### src/rtl/enc8to3_drain.sv
// enc8to3_drain: captures a multi-hot 8-bit request vector and returns each set index, highest first, one per handshake.
// Optional out_last_o marker enabled with ENC8TO3_LAST_EN.
module enc8to3_drain (
    input  logic       clk,
    input  logic       rst_n,
    input  logic       en_i,
    input  logic       in_valid_i,
    output logic       in_ready_o,
    input  logic [7:0] in_vec_i,
    output logic       out_valid_o,
    input  logic       out_ready_i,
    output logic [2:0] out_code_o,
    output logic       out_none_o
`ifdef ENC8TO3_LAST_EN
    ,
    output logic       out_last_o
`endif
);
    typedef enum logic {IDLE, DRAIN} state_t;
    state_t      state_q;
    logic [7:0]  pending_q, pending_d;
    logic        out_valid_q, out_none_q, fire;
    logic [2:0]  out_code_q;
    function automatic logic [2:0] msb8(input logic [7:0] v);
        msb8 = '0;
        for (int i = 0; i < 8; i++) if (v[i]) msb8 = 3'(i);
    endfunction
`ifdef ENC8TO3_LAST_EN
    logic last_q;
    function automatic logic one_left(input logic [7:0] v);
        return (v & (v - 8'd1)) == 8'd0;
    endfunction
    assign out_last_o = last_q;
`endif
    assign fire        = out_valid_q & out_ready_i;
    assign pending_d   = pending_q & ~(8'd1 << out_code_q);
    // reset must pull in_ready low asynchronously, not just via state
    assign in_ready_o  = rst_n & en_i & (state_q == IDLE);
    assign out_valid_o = out_valid_q;
    assign out_code_o  = out_code_q;
    assign out_none_o  = out_none_q;
    always_ff @(posedge clk or negedge rst_n) begin
        if (!rst_n) begin
            state_q     <= IDLE;
            pending_q   <= '0;
            out_valid_q <= 1'b0;
            out_code_q  <= '0;
            out_none_q  <= 1'b0;
`ifdef ENC8TO3_LAST_EN
            last_q      <= 1'b0;
`endif
        end else if (state_q == IDLE) begin
            if (in_valid_i && in_ready_o) begin
                state_q     <= DRAIN;
                pending_q   <= in_vec_i;
                out_valid_q <= 1'b1;
                out_code_q  <= msb8(in_vec_i);
                out_none_q  <= in_vec_i == 8'd0;
`ifdef ENC8TO3_LAST_EN
                last_q      <= one_left(in_vec_i);
`endif
            end
        end else if (fire) begin
            pending_q  <= pending_d;
            out_none_q <= 1'b0;
            out_code_q <= msb8(pending_d);
            if (pending_d == 8'd0) begin
                state_q     <= IDLE;
                out_valid_q <= 1'b0;
            end
`ifdef ENC8TO3_LAST_EN
            last_q <= (pending_d != 8'd0) && one_left(pending_d);
`endif
        end
    end
endmodule

### config.mk
export PLATFORM = sky130hd
export DESIGN_NAME = enc8to3_drain
export DESIGN_NICKNAME = d
export VERILOG_FILES = /design/src/rtl/enc8to3_drain.sv
export SDC_FILE = /design/constraint.sdc
export NUM_CORES = 1
export LEC_CHECK = 0
export CAP_MARGIN = 5
export CORE_MARGIN = 5
export CORE_UTILIZATION = 25
export CTS_BUF_LIST = sky130_fd_sc_hd__clkbuf_4
export CTS_CLUSTER_DIAMETER = 50
export DETAILED_ROUTE_END_ITERATION = 10
export PLACE_DENSITY_LB_ADDON = 0.3
export SLEW_MARGIN = 20
export SYNTH_ARGS = -nofsm -noshare
export SYNTH_HDL_FRONTEND = slang
export SYNTH_SLANG_ARGS = --single-unit
### constraint.sdc
create_clock -name clk -period 1.3 [get_ports clk]
set_input_delay 0.26 -clock clk [delete_from_list [all_inputs] [get_ports clk]]
set_output_delay 0.26 -clock clk [all_outputs]
set_load 0.02 [all_outputs]
# == Word-level counts from Yosys, hierarchy flattened ==
# Cells that the tools add are included.
# word_totals
ff_bits,14
inputBits,13
output_inout_bits,6
word_cells,51
# classes
eq_ne,2
shifts,1
mux,31
bitwise_logic,6
n_reduce_logical,6
# ops
operator,count
2-to-1 mux 3 bit,15
2-to-1 mux 8 bit,3
zero test 8 bit,2
2-to-1 mux 1 bit,13
bitwise AND 8 bit,1
inverter 8 bit,1
"left shift 1 x 3 -> 8 bit, first input constant",1
"!= test 2 x 1 -> 1 bit, second input constant",2
bitwise AND 1 bit,3
AND reduction 3 bit,1
AND reduction 2 bit,1
nonzero test 2 bit,1
logical AND 1 bit,1
inverter 1 bit,1

# == Depth between registers and ports, before layout ==
# logic_depth
depth_word,12
ltp_mapped,6
mapped_depth_nobuf,4

# == Worst setup path after synthesis ==
# OpenSTA, ideal clock, no wires.
# synth_path
path_type,register -> register
from,register out_code_q[0] (netlist: out_code_o[0])
to,register state_q
setup_ns,0.146
arrival_time_ns,1.406
required_time_ns,1.154
setup_slack_ns,-0.252
stages_incl_launch_ff,5
n_path_buf,0
period_less_slack_ns,1.552
cell_sequence,dfrtp_1 > mux2_4 > o22a_1 > nor4_2 > a41oi_1
# synth_via
elab_chain_cells,7
# synth_rtl
item,line,rtl
from (decl),23,logic [2:0] out_code_q;
from (signal assigned),57,out_code_q <= msb8(in_vec_i);
from (signal assigned),66,out_code_q <= msb8(pending_d);
left shift 1 x 3 -> 8 bit,36,assign pending_d = pending_q & ~(8'd1 << out_code_q);
inverter 8 bit,36,
bitwise AND 8 bit,36,
zero test 8 bit,67,if (pending_d == 8'd0) begin
2-to-1 mux 1 bit,67,
2-to-1 mux 1 bit,63,end else if (fire) begin
2-to-1 mux 1 bit,52,end else if (state_q == IDLE) begin
to (signal assigned),44,state_q <= IDLE;
to (signal assigned),54,state_q <= DRAIN;
to (signal assigned),68,state_q <= IDLE;
to (decl),20,state_t state_q;
# Every way passes these cells.
# A chain may end at the register's enable or synchronous reset.

# == Final worst setup path ==
# Ends and elaborated chain as after synthesis.

==> key figures <==
Run status
  • Outcome: finished with violations
  • Failing checks: negative setup slack

CTS
  • Worst-path clk slew: 0.10 ns
  • Inserted Clock Buffers: 3
  • CTS tree: built
  • Num Clock Sinks: 14
  • Clk Latency, worst-skew pair: 0.28 ns
  • Clock buffer depth: 2
  • CTS H-tree depth: 1
  • Clock root buffer: clkbuf_4
  • CTS Hold Buffers Added: 0

Power and ir drop
  • Tot Pwr: 0.00409 W
  • Leak: 0.799 nW
  • Max rail drop VDD: 1020 uV
  • Pwr dens: 2380 nW/um^2

Global routing
  • Largest net degree at the start of global routing: 13
  • First-pass GRT wire length: 4960 um
  • Grt ovf: 0
  • Vias in the first global route: 1123
  • Total GRT Usage: 12.2%
  • Initial antenna violation count: 0

Setup path
  • Worst path slowest cell: dfrtp_2
  • CP Data Arrival Time: 1.80 ns
  • Crit path buffers/inverters: 2
  • CP Max Fanout: 5
  • Crit end category: flop
  • Startpoint types: flop
  • Crit-path max cell delay: 0.44 ns
  • Cell Chain, Critical Path: buf_6 > mux2_4 > o22a_1 > nor4_2 > buf_4 > a41oi_1
  • CP required: 1.45 ns
  • Crit-path leading delay family: flip-flops
  • Setup CP Type: reg2reg

Place
  • Gpl congestion: 0.808
  • Setup WS pre-CTS: -0.585 ns
  • Port-buffer cells: 18
  • Post-DP HPWL: 2230 um

Cells and area
  • Ant diodes: 0
  • Area delta synth->final: 80.4%
  • Fin nets: 192
  • Layout cells sized above 1: 51.1%

STA
  • RSZ-0062 raised after global routing: true
  • Final Hold Viols: 0
  • F_max: 607 MHz
  • Final WS setup: -0.346 ns
  • Final period utilization: 127%
  • Setup Viol. Count Final: 15
  • Relative slew slack: 69.0%
  • Slew @ Worst Pin: 0.461 ns
  • Final clock skew: 0.00984 ns
  • Setup_tns: -1.95 ns
  • Hold WS: 0.113 ns
  • Max Transition Viols Final: 0
  • Min Tclk post-route: 1.65 ns

Drt
  • Final ANT Viol Nets: 0
  • Detailed-route wire length: 3270 um
  • Wirelength per Cell: 14.5 um
  • TritonRoute pass-1 iters: 4
  • Via density: 4.93
  • Residual DRC count: 0
  • Vias: 1115
  • Iter 0 DRT Violations: 79

Flow run
  • Max-Cap Viols: 0

Logic synthesis
  • Post-synth EDFFs: 0
  • Main synth FF type: dfrtp_1
  • Post-synth ARST share: 100%
  • Post-synthesis cell area: 952 um^2
  • Synth Area per Inst: 8.82 um^2
  • Seq/Total Area, Yosys: 36.8%
  • Synth warn: 0
  • Gate Count Post-Synth: 108
  • Count of state elements after synthesis: 14
  • Yosys cell types: 42
  • Mapped Nets: 121

Floorplanning
  • Die outline width: 71.7 um
  • Core Box Area: 3690 um^2
  • Die Y: 71.7 um
  • Die footprint: 5140 um^2
  • Initial core utilization: 25.8%
  • Num rows: 22
  • Top Ports: 19

Hold path
  • Hold Path Class: in2async
[state kept, by name, summed over array words and instances (netlist names)]
signal,count
out_code_o,3
out_none_o,1
out_valid_o,1
pending_q,8
state_q,1
[worst paths after layout]
path                                                start                   endpoint  slack [ns]  depth (start not counted)
worst max register to register  out_code_o[0]$_DFFE_PN0P_          state_q$_DFF_PN0_       -0.35                          6
worst max-delay path            out_code_o[0]$_DFFE_PN0P_          state_q$_DFF_PN0_       -0.35                          6
worst min-delay path                                rst_n     out_none_o$_DFFE_PN0P_        0.11                          2
max in group asynchronous                           rst_n  out_code_o[0]$_DFFE_PN0P_        1.01                          2
min in group clk                   out_none_o$_DFFE_PN0P_     out_none_o$_DFFE_PN0P_        0.50                          2
worst min register to register     out_none_o$_DFFE_PN0P_     out_none_o$_DFFE_PN0P_        0.50                          2
[cell usage after synthesis, drive strengths merged (2+ instances only)]
cell / n / area, um^2
nor2: 10 / 37.5
nand2: 15 / 56.3
dfrtp: 14 / 350
nor2b: 3 / 18.8
mux2i: 4 / 40.0
nand3: 4 / 20.0
a21oi: 9 / 45.0
inv: 2 / 7.50
o31ai: 3 / 22.5
a41oi: 3 / 26.3
mux2: 2 / 26.3
buf: 5 / 40.0
nand2b: 2 / 12.5
nor4: 2 / 18.8
nor3: 2 / 10.0
o21ai: 7 / 35.0
[placed cells by master, fill, tap and decap left out, types with 2 or more instances in the layout]
master | synthesis | final
buf_6 | 2 | 11
buf_4 | 1 | 46
dlygate4sd2_1 | 0 | 3
mux2_4 | 1 | 2
a21oi_1 | 9 | 5
o21ai_2 | 0 | 3
a21oi_2 | 0 | 4
dfrtp_1 | 14 | 10
dfrtp_2 | 0 | 4
a41oi_2 | 0 | 2
mux2i_1 | 4 | 4
o21ai_1 | 0 | 2
nand2_1 | 15 | 14
o31ai_1 | 3 | 3
nand2b_1 | 2 | 2
o21ai_0 | 7 | 2
clkbuf_4 | 0 | 3
nand3_1 | 4 | 4
nor2_1 | 10 | 10
clkdlybuf4s50_1 | 0 | 10
[report_power, final]
part	switching (W)	internal [W]	total [W]
clock network	0.000152	0.000111	0.000263
registers	0.000273	0.000645	0.000918
logic	0.00131	0.00161	0.00291
total	0.00173	0.00236	0.00409
[layout make-up]
cell class,instances,area [um^2]
clock buffers,3,22.5
repair buffers,72,611
well taps,48,60.1
fillers,375,1970
multi-input cells,85,651
clock inverters,1,3.75
flip-flops and latches,14,355
inverters,3,15.0
[through the flow]
stage                     util, %  area [um^2]  cells
after floorplan                 -          980    108
after global placement       40.0         1480    209
after detailed placement     40.0         1480    209
after global routing         46.6         1720    226
after CTS                    43.8         1620    220
final                        46.6         1720    226
[metal layers]
metal	routed length, um	track usage [%]
met3	140	2.81
met4	45	4.18
met1	1460	14.8
met5	0	0
met2	1630	21.2
[kinds of logic after synthesis]
family	after synthesis	synth area share, %
muxes	6	6.96
buffers and inverters	9	5.91
AOI/OAI and AO/OA	33	23.4
and+or+nand+nor	46	26.9
DFF	14	36.8
[worst reg2reg max path, stage by stage, from the launching register on]
cell and delay (ns):
dfrtp_2 0.44, buf_6 0.14, mux2_4 0.31, o22a_1 0.18, nor4_2 0.16, buf_4 0.17
a41oi_1 0.11
[what timing repair did]
action / CTS / global route
setup buffers: 7 / 6
setup endpoints to repair: 20 / 17
gates cloned: 0 / 0
pin swaps: 6 / 8
gates resized for setup: 48 / 16
Note: power is estimated with default switching activity, not from simulation.
